### src/rtl/adder_sched_pkg.sv
// Shared types and defaults for the round-robin adder scheduler.
package adder_sched_pkg;

    typedef enum logic [1:0] {
        ST_IDLE = 2'd0,
        ST_EXEC = 2'd1,
        ST_RESP = 2'd2
    } state_t;

    localparam int DEF_WIDTH = 32;
    localparam int DEF_NREQ  = 4;
    localparam int STAT_W    = 16;

    // Counters stick at all-ones rather than wrapping.
    function automatic logic [STAT_W-1:0] sat_inc(input logic [STAT_W-1:0] v);
        return (&v) ? v : v + STAT_W'(1);
    endfunction

endpackage

### src/rtl/adder_rr_pick.sv
// Combinational round-robin picker: first set request at or after ptr, wrapping mod NREQ.
module adder_rr_pick
    import adder_sched_pkg::*;
#(
    parameter int NREQ = DEF_NREQ,
    parameter int IDW  = $clog2(NREQ)
) (
    input  logic [NREQ-1:0] req,
    input  logic [IDW-1:0]  ptr,
    output logic [NREQ-1:0] onehot,
    output logic [IDW-1:0]  idx,
    output logic            any
);

    function automatic logic [IDW-1:0] wrap_idx(input logic [IDW-1:0] base, input int off);
        int s;
        s = int'(base) + off;
        if (s >= NREQ) s = s - NREQ;
        return IDW'(s);
    endfunction

    always_comb begin
        onehot = '0;
        idx    = '0;
        any    = 1'b0;
        for (int k = 0; k < NREQ; k++) begin
            if (!any && req[wrap_idx(ptr, k)]) begin
                any                     = 1'b1;
                idx                     = wrap_idx(ptr, k);
                onehot[wrap_idx(ptr, k)] = 1'b1;
            end
        end
    end

endmodule

### src/rtl/adder_rr_scheduler.sv
// One registered adder shared round-robin by NREQ requesters; accept T -> rsp_valid T+2, stalls in RESP while !rsp_ready.
// Optional completion counters under ADDER_SCHED_STATS_EN (otherwise stat_* tie to 0).
module adder_rr_scheduler
    import adder_sched_pkg::*;
#(
    parameter  int WIDTH = DEF_WIDTH,
    parameter  int NREQ  = DEF_NREQ,
    localparam int IDW   = $clog2(NREQ)
) (
    input  logic                    clk,
    input  logic                    rst,
    input  logic [NREQ-1:0]         req_valid,
    output logic [NREQ-1:0]         req_ready,
    input  logic [NREQ*WIDTH-1:0]   req_a,
    input  logic [NREQ*WIDTH-1:0]   req_b,
    input  logic [NREQ-1:0]         req_ci,
    output logic                    rsp_valid,
    input  logic                    rsp_ready,
    output logic [IDW-1:0]          rsp_id,
    output logic [WIDTH-1:0]        rsp_sum,
    output logic                    rsp_co,
    output logic [STAT_W-1:0]       stat_ops,
    output logic [STAT_W-1:0]       stat_cos
);

    state_t           state, state_nxt;
    logic [IDW-1:0]   rr_ptr;
    logic [IDW-1:0]   op_id;
    logic [WIDTH-1:0] op_a, op_b;
    logic             op_ci;
    logic [NREQ-1:0]  pick_onehot;
    logic [IDW-1:0]   pick_idx;
    logic             pick_any;
    logic             accept, rsp_fire;

    adder_rr_pick #(.NREQ(NREQ), .IDW(IDW)) u_pick (
        .req    (req_valid),
        .ptr    (rr_ptr),
        .onehot (pick_onehot),
        .idx    (pick_idx),
        .any    (pick_any)
    );

    always_ff @(posedge clk) begin
        if (rst) state <= ST_IDLE;
        else     state <= state_nxt;
    end

    always_comb begin
        state_nxt = state;
        req_ready = '0;
        rsp_valid = 1'b0;
        accept    = 1'b0;
        rsp_fire  = 1'b0;
        case (state)
            ST_IDLE: begin
                if (pick_any) begin
                    req_ready = pick_onehot;
                    accept    = 1'b1;
                    state_nxt = ST_EXEC;
                end
            end
            ST_EXEC: state_nxt = ST_RESP;
            ST_RESP: begin
                rsp_valid = 1'b1;
                if (rsp_ready) begin
                    rsp_fire  = 1'b1;
                    state_nxt = ST_IDLE;
                end
            end
            default: state_nxt = ST_IDLE;
        endcase
        // Reset overrides every handshake, even in the cycle it is first seen.
        if (rst) begin
            req_ready = '0;
            rsp_valid = 1'b0;
            accept    = 1'b0;
            rsp_fire  = 1'b0;
        end
    end

    always_ff @(posedge clk) begin
        if (rst) begin
            rr_ptr  <= '0;
            op_id   <= '0;
            op_a    <= '0;
            op_b    <= '0;
            op_ci   <= 1'b0;
            rsp_id  <= '0;
            rsp_sum <= '0;
            rsp_co  <= 1'b0;
        end else begin
            if (accept) begin
                op_a  <= req_a[int'(pick_idx)*WIDTH +: WIDTH];
                op_b  <= req_b[int'(pick_idx)*WIDTH +: WIDTH];
                op_ci <= req_ci[pick_idx];
                op_id <= pick_idx;
            end
            if (state == ST_EXEC) begin
                {rsp_co, rsp_sum} <= {1'b0, op_a} + {1'b0, op_b} + {{WIDTH{1'b0}}, op_ci};
                rsp_id            <= op_id;
            end
            if (rsp_fire)
                rr_ptr <= (op_id == IDW'(NREQ - 1)) ? '0 : op_id + IDW'(1);
        end
    end

`ifdef ADDER_SCHED_STATS_EN
    logic [STAT_W-1:0] ops_q, cos_q;

    always_ff @(posedge clk) begin
        if (rst) begin
            ops_q <= '0;
            cos_q <= '0;
        end else if (rsp_fire) begin
            ops_q <= sat_inc(ops_q);
            if (rsp_co) cos_q <= sat_inc(cos_q);
        end
    end

    assign stat_ops = ops_q;
    assign stat_cos = cos_q;
`else
    assign stat_ops = '0;
    assign stat_cos = '0;
`endif

endmodule

### config.mk
export PLATFORM = sky130hd
export DESIGN_NAME = adder_rr_scheduler
export DESIGN_NICKNAME = d
export VERILOG_FILES = /design/src/rtl/adder_sched_pkg.sv /design/src/rtl/adder_rr_pick.sv /design/src/rtl/adder_rr_scheduler.sv
export SDC_FILE = /design/constraint.sdc
export NUM_CORES = 1
export LEC_CHECK = 0
export BUFFER_PORTS_ARGS = -buffer_cell sky130_fd_sc_hd__buf_2
export CAP_MARGIN = 40
export CORE_MARGIN = 3
export CORE_UTILIZATION = 49
export DETAILED_ROUTE_END_ITERATION = 8
export PLACE_DENSITY = 0.87
export SLEW_MARGIN = 20
export SYNTH_ARGS = -nofsm -noshare
export SYNTH_HDL_FRONTEND = slang
export SYNTH_SLANG_ARGS = --single-unit
export TNS_END_PERCENT = 30
### constraint.sdc
create_clock -name clk -period 3.2 [get_ports clk]
set_clock_uncertainty 0.05 [all_clocks]
set_input_delay 0.32 -clock clk [delete_from_list [all_inputs] [get_ports clk]]
set_output_delay 0.32 -clock clk [all_outputs]
set_load 0.05 [all_outputs]
==> impl_metrics.xml <==
<?xml version="1.0" encoding="UTF-8"?>
<metrics>
  <group name="outcome">
    <metric name="status" unit="">complete, no violations</metric>
  </group>
  <group name="synth">
    <metric name="synthesized_flop_and_latch_total" unit="">106</metric>
    <metric name="synth_area" unit="um^2">7655</metric>
    <metric name="part_of_the_yosys_area_used_for_sequential_elements" unit="%">27.72</metric>
    <metric name="synth_edf_count" unit="">0</metric>
    <metric name="asyncSetResetFlopFracSynth" unit="%">0</metric>
    <metric name="yosysMostFrequentCell" unit="">sky130_fd_sc_hd__nand2_1</metric>
    <metric name="synthDominantAreaCellType" unit="">sky130_fd_sc_hd__dfxtp_1</metric>
    <metric name="synthTopCellsByArea" unit="">sky130_fd_sc_hd__dfxtp_1 28%, sky130_fd_sc_hd__mux2i_1 18%, sky130_fd_sc_hd__o221ai_1 7.4%, sky130_fd_sc_hd__nand2_1 7.3%, sky130_fd_sc_hd__ha_1 6.5%</metric>
    <metric name="ys_top_cells_by_count" unit="">148 x sky130_fd_sc_hd__nand2_1, 139 x sky130_fd_sc_hd__mux2i_1, 106 x sky130_fd_sc_hd__dfxtp_1</metric>
    <metric name="synth-warning-count" unit="">0</metric>
    <metric name="synth_area_per_cell" unit="um^2">8.738</metric>
    <metric name="synth.distinct_cells" unit="">69</metric>
    <metric name="synth.top_cell.area_share" unit="%">27.72</metric>
    <metric name="postSynth.topFlopCell" unit="">sky130_fd_sc_hd__dfxtp_1</metric>
    <metric name="syn-instance-count" unit="">876</metric>
  </group>
  <group name="sta">
    <metric name="final-hold-violation-count" unit="">0</metric>
    <metric name="fin_crit" unit="ns">3.056</metric>
    <metric name="slew_viols_final" unit="">0</metric>
    <metric name="fin_crit_sh" unit="%">95.50</metric>
    <metric name="timing.fmax" unit="MHz">327.2</metric>
    <metric name="max_slew_margin" unit="%">62.13</metric>
    <metric name="tightest_slew" unit="ns">0.5647</metric>
    <metric name="fin_hold_ws" unit="ns">0.2062</metric>
    <metric name="setup_viol" unit="">0</metric>
  </group>
  <group name="cells_and_area">
    <metric name="cell_area_after_layout" unit="um^2">9590</metric>
    <metric name="antenna_cells" unit="">0</metric>
    <metric name="finalNetCount" unit="">1483</metric>
    <metric name="final_layout_size_suffix_gt1_share" unit="%">31.81</metric>
    <metric name="area.growth.synth_to_final" unit="%">25.29</metric>
  </group>
  <group name="pwr">
    <metric name="sw_frac_of_total" unit="%">39.75</metric>
    <metric name="comb_power_share" unit="%">43.3</metric>
    <metric name="power" unit="mW">5.031</metric>
    <metric name="power.ir.vdd_worst" unit="V">0.0002993</metric>
    <metric name="total_switching_power" unit="mW">2.000</metric>
    <metric name="p_seq_share" unit="%">33.8</metric>
    <metric name="power.internal" unit="mW">3.031</metric>
    <metric name="total_leakage_power" unit="nW">4.592</metric>
    <metric name="power-per-cell-area" unit="nW/um^2">524.6</metric>
    <metric name="power.clock.fraction" unit="%">23.0</metric>
  </group>
  <group name="die">
    <metric name="placementRows" unit="">45</metric>
    <metric name="die-width" unit="um">131.0</metric>
    <metric name="die_span_in_y" unit="um">131.0</metric>
    <metric name="fp.dieArea" unit="um^2">17160</metric>
    <metric name="io-pin-count" unit="">339</metric>
    <metric name="fp.coreArea" unit="um^2">15260</metric>
    <metric name="initial_utilization" unit="%">50.17</metric>
  </group>
  <group name="setup_path">
    <metric name="rr_endpoint" unit="">rsp_sum[18]</metric>
    <metric name="path_max_fanout" unit="">11</metric>
    <metric name="crit_path_max_incr_delay" unit="ns">0.45</metric>
    <metric name="worstPathArrival" unit="ns">2.69</metric>
    <metric name="reg2regPathDepth" unit="">10</metric>
    <metric name="worst_r2r_startpoint" unit="">op_a[0]</metric>
    <metric name="timing.critical_path.from_type" unit="">flip-flop</metric>
    <metric name="setup.reg_to_reg.worst_slack" unit="ns">0.15</metric>
    <metric name="critPathCaptureType" unit="">output pin</metric>
    <metric name="critical_path_buf_inv_count" unit="">2</metric>
    <metric name="critPathSlowestCell" unit="">sky130_fd_sc_hd__ha_1</metric>
    <metric name="crit_type" unit="">reg -&gt; out</metric>
    <metric name="path_delay_family" unit="">simple AND/OR/NAND/NOR gates</metric>
    <metric name="crit_chain" unit="">inv_2 &gt; ha_1 &gt; mux4_2 &gt; nand3b_1 &gt; nor2b_2 &gt; a221oi_1 &gt; nor2_1 &gt; buf_2</metric>
    <metric name="worstPathRequired" unit="ns">2.83</metric>
  </group>
  <group name="drt">
    <metric name="vias_per_cell" unit="">5.604</metric>
    <metric name="drt_first_pass_iters" unit="">6</metric>
    <metric name="drt-total-wl" unit="um">24140</metric>
    <metric name="post_drt_wl_per_cell" unit="um">17.37</metric>
    <metric name="final_antenna_net_count" unit="">0</metric>
    <metric name="route.detailed.drc" unit="">0</metric>
    <metric name="dr_total_vias" unit="">7790</metric>
    <metric name="drt_iter0_drc" unit="">506</metric>
  </group>
  <group name="clocking">
    <metric name="tritoncts.num_buffers" unit="">9</metric>
    <metric name="cts.root.buffer_cell" unit="">sky130_fd_sc_hd__clkbuf_16</metric>
    <metric name="htree_num_levels" unit="">3</metric>
    <metric name="cts.sinks" unit="">106</metric>
    <metric name="clk_path_buf_depth" unit="">2</metric>
    <metric name="clk_pin_slew" unit="ns">0.07</metric>
    <metric name="insertion_delay" unit="ns">0.35</metric>
    <metric name="clock_tree_from_tritoncts" unit="">yes</metric>
  </group>
  <group name="place">
    <metric name="dpl.hpwl" unit="um">19540</metric>
    <metric name="finalWeightedCongestion" unit="">0.9159</metric>
    <metric name="placed_cell_area" unit="um^2">9253</metric>
    <metric name="place.port_buffers" unit="">306</metric>
  </group>
  <group name="job">
    <metric name="maxCapViolations" unit="">0</metric>
  </group>
  <group name="min_path">
    <metric name="worstHoldEndpoint" unit="">state[1]</metric>
    <metric name="min_path_cells" unit="">3</metric>
    <metric name="hold_path_class" unit="">in -&gt; reg</metric>
    <metric name="hold_path_startpoint" unit="">rsp_ready</metric>
  </group>
  <group name="grt">
    <metric name="globalRoute.totalOverflow" unit="">0</metric>
    <metric name="grt_antenna_before_repair" unit="">1</metric>
    <metric name="maximum_number_of_pins_on_one_net_before_global_route_repair" unit="">58</metric>
    <metric name="via_count_of_the_first_global_routing_pass" unit="">7080</metric>
    <metric name="global_route_wire_length_before_repair" unit="um">36060</metric>
    <metric name="global_route.usage.total" unit="%">26.61</metric>
  </group>
</metrics>
==> area by class of cell <==
cell class              count  area (um^2)
well taps                 211        264.0
multi-input cells         709         5006
flip-flops and latches    106         2122
inverters                   7        26.28
fillers                  1354         5668
clock inverters             5        62.56
repair buffers            341         1857
clock buffers              11        252.7
==> layer usage <==
metal	vias up	global-route usage, %	part of all wire, %
met5	-	0	0.029
met4	2	5.566	1.2
met3	29	3.984	6.7
met2	317	42.03	47
met1	3659	38.57	45
li1	3783	-	-
==> logic make-up (layout without fill, tap and decap cells) <==
logic type               after synthesis  in the layout  share of synthesized area [%]
flip-flops                           106            106                          27.72
adder cells (fa/ha/maj)               42             42                          7.061
multiplexers                         142            142                          18.81
AO/OA/AOI/OAI                        227            227                          21.27
XOR/XNOR                              23             23                          2.632
AND/OR/NAND/NOR                      243            243                          13.93
buffers and inverters                 92            364                          8.532
other                                  1             32                        0.04899
==> power by group through the flow <==
| stage | clock [mW] | combinational [mW] | sequential, mW |
|---|---|---|---|
| 6_report | 1.16 | 2.18 | 1.70 |
| 5_1_grt | 1.22 | 2.36 | 1.72 |
| 4_1_cts | 1.17 | 2.15 | 1.70 |
| 3_5_place_dp | 0 | 2.13 | 1.72 |
| 3_3_place_gp | 0 | 2.10 | 1.72 |
| 2_1_floorplan | 0 | 1.41 | 1.86 |
==> stage by stage <==
step | utilization (%) | setup slack, ns | instances | setup TNS [ns]
3_3_place_gp | 60.64 | 0.1754 | 1372 | 0
3_5_place_dp | 60.64 | 0.1148 | 1372 | 0
5_1_grt | 62.85 | -0.009792 | 1390 | -0.009792
2_1_floorplan | - | 0.07550 | 907 | 0
4_1_cts | 62.72 | 0.07188 | 1388 | 0
6_report | 62.85 | 0.1441 | 1390 | 0
==> worst min-delay path: stages <==
cell and delay, ns:
sky130_fd_sc_hd__buf_2 0.09, sky130_fd_sc_hd__or3b_2 0.10, sky130_fd_sc_hd__a21oi_1 0.05
==> repair_timing <==
item | 4_1_cts | 5_1_grt
hold buffers | 0 | 0
gates resized for setup | 1 | 1
setup endpoints to repair | 2 | 5
setup buffers | 0 | 2
cloned | 0 | 0
==> placed cells by master (no fill, tap or decap), drive strengths merged, types with 11 or more instances in the layout <==
master	synthesis	routed
dfxtp	106	106
xnor2	14	14
nor2	37	37
clkbuf	16	11
mux2i	139	139
ha	40	40
o21ai	27	27
a21oi	55	55
a211oi	12	12
nand2	149	149
buf	69	341
a21o	19	19
conb	1	32
o221ai	65	65
==> sequential cells by signal, summed over array words and instances (netlist names) <==
name	cells
op_a	32
op_b	32
rsp_sum	32
op_id	2
rr_ptr	2
rsp_id	2
state	2
op_ci	1
rsp_co	1
==> worst max path at each step <==
stage | startpoint | to | depth (start not counted)
2_1_floorplan | rr_ptr[0] | req_ready[0] | 9
3_3_place_gp | op_a[0] | rsp_sum[18] | 10
3_5_place_dp | op_a[0] | rsp_sum[18] | 10
4_1_cts | rr_ptr[0] | req_ready[2] | 8
5_1_grt | rr_ptr[0] | req_ready[0] | 8
6_report | rr_ptr[0] | req_ready[0] | 8
(Power assumes the default switching activity.)
